[src/rtl/vga_timing_controller.sv]
// VGA raster sequencer: pixel-rate divider, horizontal/vertical counters and
// registered sync/visible/marker decode that always agrees with pixel_x/pixel_y.
module vga_timing_controller #(
    parameter int CLK_DIV   = 4,
    parameter int H_VISIBLE = 640,
    parameter int H_FRONT   = 16,
    parameter int H_SYNC    = 96,
    parameter int H_BACK    = 48,
    parameter int V_VISIBLE = 480,
    parameter int V_FRONT   = 10,
    parameter int V_SYNC    = 2,
    parameter int V_BACK    = 33,
    parameter int SYNC_POL  = 0
) (
    input  logic       clk,
    input  logic       reset,
    input  logic       enable,
    output logic       pixel_tick,
    output logic       HSync,
    output logic       VSync,
    output logic       video_on,
    output logic [9:0] pixel_x,
    output logic [9:0] pixel_y,
    output logic       line_start,
    output logic       frame_start
);

    localparam int H_TOTAL = H_VISIBLE + H_FRONT + H_SYNC + H_BACK;
    localparam int V_TOTAL = V_VISIBLE + V_FRONT + V_SYNC + V_BACK;
    localparam int DIV_W   = $clog2(CLK_DIV);

    localparam logic [DIV_W-1:0] DIV_LAST = DIV_W'(CLK_DIV - 1);
    localparam logic [9:0]       H_LAST   = 10'(H_TOTAL - 1);
    localparam logic [9:0]       V_LAST   = 10'(V_TOTAL - 1);
    localparam logic             SYNC_ACT = (SYNC_POL != 0);

    logic [DIV_W-1:0] div_q, div_d;
    logic [9:0]       h_q, h_d;
    logic [9:0]       v_q, v_d;
    logic             hs_q, vs_q, von_q, ls_q, fs_q;
    logic             tick;

    function automatic logic hsync_level(input logic [9:0] x);
        if (int'(x) >= H_VISIBLE + H_FRONT && int'(x) < H_VISIBLE + H_FRONT + H_SYNC)
            return SYNC_ACT;
        return ~SYNC_ACT;
    endfunction

    function automatic logic vsync_level(input logic [9:0] y);
        if (int'(y) >= V_VISIBLE + V_FRONT && int'(y) < V_VISIBLE + V_FRONT + V_SYNC)
            return SYNC_ACT;
        return ~SYNC_ACT;
    endfunction

    function automatic logic visible(input logic [9:0] x, input logic [9:0] y);
        return (int'(x) < H_VISIBLE) && (int'(y) < V_VISIBLE);
    endfunction

    // Next-state counters; decode below uses these so outputs line up with the coordinates.
    always_comb begin
        tick  = enable && !reset && (div_q == DIV_LAST);
        div_d = div_q;
        h_d   = h_q;
        v_d   = v_q;
        if (enable)
            div_d = (div_q == DIV_LAST) ? '0 : div_q + DIV_W'(1);
        if (tick) begin
            h_d = (h_q == H_LAST) ? '0 : h_q + 10'd1;
            if (h_q == H_LAST)
                v_d = (v_q == V_LAST) ? '0 : v_q + 10'd1;
        end
    end

    always_ff @(posedge clk) begin
        if (reset) begin
            div_q <= '0;
            h_q   <= H_LAST;
            v_q   <= V_LAST;
            hs_q  <= ~SYNC_ACT;
            vs_q  <= ~SYNC_ACT;
            von_q <= 1'b0;
            ls_q  <= 1'b0;
            fs_q  <= 1'b0;
        end else begin
            div_q <= div_d;
            h_q   <= h_d;
            v_q   <= v_d;
            hs_q  <= hsync_level(h_d);
            vs_q  <= vsync_level(v_d);
            von_q <= visible(h_d, v_d);
            ls_q  <= tick && (h_d == 10'd0);
            fs_q  <= tick && (h_d == 10'd0) && (v_d == 10'd0);
        end
    end

    assign pixel_tick  = tick;
    assign HSync       = hs_q;
    assign VSync       = vs_q;
    assign video_on    = von_q;
    assign pixel_x     = h_q;
    assign pixel_y     = v_q;
    assign line_start  = ls_q;
    assign frame_start = fs_q;

endmodule

[config.mk]
export PLATFORM = sky130hd
export DESIGN_NAME = vga_timing_controller
export DESIGN_NICKNAME = d
export VERILOG_FILES = /design/src/rtl/vga_timing_controller.sv
export SDC_FILE = /design/constraint.sdc
export NUM_CORES = 1
export LEC_CHECK = 0
export CORE_MARGIN = 1.5
export CORE_UTILIZATION = 46
export CTS_CLUSTER_SIZE = 30
export DETAILED_ROUTE_END_ITERATION = 7
export GPL_TIMING_DRIVEN = 0
export PLACE_DENSITY = 0.83
export SLEW_MARGIN = 20
export SYNTH_ARGS = -nofsm -noshare
export SYNTH_HDL_FRONTEND = slang
export SYNTH_SLANG_ARGS = --single-unit
[constraint.sdc]
create_clock -name clk -period 2.15 [get_ports clk]
set_clock_uncertainty 0.05 [all_clocks]
set_input_delay 0.43 -clock clk [delete_from_list [all_inputs] [get_ports clk]]
set_output_delay 0.43 -clock clk [all_outputs]
set_load 0.005 [all_outputs]
==> impl.org <==
** Logic synthesis
- The number of nets in the synthesized netlist is about 190.
- Post-Synthesis Mean Instance Area :: between 8 and 9 um2
- Post-Synthesis Cell Area :: 1540 um2
- Synth warnings :: 0
- Area fraction of the dominant cell type after synthesis :: between 30% and 40%
- Synthesis instantiated between 50 and 60 different standard cells from the library.
- Count of flip-flops with a built-in enable after synthesis :: 0
- The largest total area in the synthesized netlist belongs to dfxtp_1.
- The share of the Yosys chip area taken by registers is 35.1%.
- #FFs+latches synth :: 27
- Most frequent cell after synthesis :: dfxtp_1
- Share of flip-flops with an asynchronous set or reset after synthesis :: 0%
- Counting every instance in the synthesized netlist gives between 150 and 200.
- Ranking of synthesized cells by instance count :: dfxtp_1, nand2_1, a21oi_1, nor2_1, nand4_1
- Cells taking the most area after synthesis :: dfxtp_1, nand2_1, a21oi_1
- Synth Flop Type :: dfxtp_1

** Job
- Max-cap violations in this run came to 0.

** Clock network
- CTS root buffer :: clkbuf_4
- TritonCTS sink count :: 27
- Clock tree from TritonCTS :: done
- Hold_buf cts :: 0
- Clock slew at the register clock pins of the worst setup and hold paths :: 0.15 ns
- H-tree depth reported by CTS :: 1
- At the later pin of the worst-skew pair, clock insertion delay measures between 0.3 and 0.4 ns.
- Clock buffer count from CTS :: 3
- Maximum buffer depth of the clock tree :: 2

** Setup path
- R2R Path End :: frame_start
- Worst EP required :: approximately 2.4 ns
- CP endpoint :: frame_start
- Broken down by cell family, the worst path's largest delay share belongs to simple AND/OR/NAND/NOR gates.
- Setup slack on the worst reg-to-reg path comes out at -0.12 ns.
- Critical path depth :: 8
- The worst setup path is launched from a flip-flop.
- In this run the critical register-to-register path is launched from pixel_x[1].
- Kind of critical path :: flip-flop to flip-flop
- CP max-delay cell :: dfxtp_4
- Critical Path, Cell by Cell :: ha_4, and4_4, buf_6, and4_4, nand4_1, xor2_2, nand4_1, nor4bb_4
- STA classifies the critical path endpoint as a flip-flop.
- Counting both buffers and inverters, the worst setup path holds a total of 1.
- Data arrival time of the critical path :: 2.48 ns
- Stage delay of the slowest cell on the critical path :: ~0.4 ns
- Depth of the worst register-to-register path :: 8
- Biggest fanout along the worst timing path :: 7
- Critical path launch point :: pixel_x[1]

** Placement
- The HPWL after detailed placement is between 2000 and 3000 um.
- In this run the tool buffered the top-level ports with 28 buffer cells.
- Total instance count after detailed placement :: between 200 and 300
- Final RePlAce weighted congestion :: 0.910

** Global routing
- Antenna violations before repair :: 0
- Via count of the first global-routing pass :: 1445
- The first global-routing pass estimated around 7000 um of wire.
- Leftover overflow at the end of global routing :: 0
- Across every metal layer, demand over resource in global routing totals ~25%.
- Entering global routing, the biggest net connects 16 pins.

** Power and ir drop
- For this design the static power due to leakage is approximately 0.00085 uW.
- PD cells :: around 370 nW/um2
- VDD sags by at most 239 uV.

** Route
- Final Routed Wirelength :: about 4400 um
- The detailed router finished its first iteration with 83 violations.
- For this run, design rule violations remaining after detail routing come to 0.
- Dividing the detail-routed via count by the number of cells gives ~5.9.
- Post-DRT Antenna Nets :: 0
- Across all layers, the routed design uses about 1.6k vias.
- For this run, the detailed router's first-pass iteration total came to 4.
- Post-DR wirelength/cell :: roughly 16 um

** STA
- The count of final hold-check violations came to 0.
- Based on the critical path, the design can be clocked at up to 0.440 GHz.
- Slew margin rel. :: about 66%
- The final critical path takes up 106% of the cycle.
- Worst slew pin tran :: between 0.5 and 0.6 ns
- Unrepaired setup endpoints after global routing :: yes
- Final setup slack of the worst path :: -0.120 ns
- Min Clock Period, post-route :: between 2 and 2.5 ns
- In the final timing run, aggregate negative setup slack is -0.207 ns.
- The total count of max-transition violations in the final report was 0.
- Setup violation total in the final timing report :: 4

** Floorplanning
- Starting density of the core :: 49.3%
- Area of the die :: 3710 um2
- 29 I/O pins were placed.
- The die is slightly above 60 um wide.
- Measured along the y axis, the die boundary spans slightly above 60 um.
- Standard-cell row count :: 20
- The floorplan step defined a core boundary enclosing ~3100 um2.

** Outcome
- The final reports fail on negative setup slack.
- Status :: complete, but fails checks

** Layout
- Cells fill between 60% and 70% of the core in the end.
- Cells with a size suffix above 1 make up between 20% and 30% of the layout.
- After the flow finishes, the layout carries non-filler instances totaling 273.
- Post-layout net count :: 237
- Number of antenna diodes :: 0
- Compared with the post-synthesis result, the final layout area differs by 40.9%.

** Min path
- The min-delay analysis places its worst path in the category flip-flop to flip-flop.
-- through the flow --
stage	power (uW)	cell area [um2]	setup slack, ns	hold WS [ns]
finish	793	2170	-0.120	0.483
global route	829	2170	-0.207	0.524
CTS	795	2100	-0.0313	0.496
detailed placement	567	1880	-0.569	0.446
global placement	567	1880	-0.562	0.430
floorplan	550	1540	0.00211	0.415
-- area by class of cell --
class                   count  area, um2
plain buffers               9       75.1
clock buffers               3       22.5
clock inverters             1       5.00
fillers                   231        956
inverters                   8       32.5
multi-input cells         138       1030
flip-flops and latches     27        561
well taps                  44       55.1
repair buffers             43        389
-- worst min-delay path by stage --
stage             start        to  slack (ns)  depth (start not counted)
4_1_cts        div_q[1]  div_q[1]        0.50                          2
5_1_grt        div_q[1]  div_q[1]        0.52                          2
2_1_floorplan  div_q[1]  div_q[1]        0.41                          2
3_3_place_gp   div_q[1]  div_q[1]        0.43                          2
6_report       div_q[1]  div_q[1]        0.48                          2
3_5_place_dp   div_q[1]  div_q[1]        0.45                          2
-- power by group --
part	leakage [uW]	total [uW]	internal, uW	switching [uW]
logic	0.000611	59.8	27.4	32.4
registers	0.000219	505	501	4.74
clock network	0.0000177	228	70.0	158
total	0.000848	793	598	195
-- worst register-to-register path, stage by stage, from the launching register on --
cell and delay, ns:
dfxtp_4 0.39, ha_4 0.15, and4_4 0.24, buf_6 0.13
and4_4 0.23, nand4_1 0.14, xor2_2 0.30, nand4_1 0.25
nor4bb_4 0.32
-- sequential cells by signal (all words and copies together), names as in the netlist --
name,flops
pixel_x,10
pixel_y,10
div_q,2
HSync,1
VSync,1
frame_start,1
line_start,1
video_on,1
-- metal layers --
metal	up-vias	wire length, um	global-route usage [%]
li1	752	-	-
met3	17	298	3.41
met4	0	127	9.01
met5	-	0	0
met2	82	2120	39.3
met1	761	1870	34.4
-- timing repair --
item	4_1_cts	5_1_grt
pin swaps	5	11
setup endpoints to repair	7	5
resized for setup	31	16
buffers inserted	12	3
-- cells by family after synthesis --
group           after synthesis  synth area share [%]
fa+ha+maj                     4                  3.25
simple gates                 84                  33.1
mux                           2                  1.30
flops                        27                  35.1
compound gates               38                  15.6
xor+xnor                     10                  5.68
buf+inv                      17                  6.01
-- layout by cell type (no fill, tap or decap), drive strengths merged, types with 5 or more instances in the layout --
master,instances
xor2,5
inv,8
o21ai,8
nor3,6
and3,6
nand3,5
clkbuf,6
nor2,15
xnor2,5
nand2,22
buf,21
dfxtp,27
clkdlybuf4s50,25
nand4,9
a21oi,14
No activity file was read; power rests on OpenSTA's default activity.
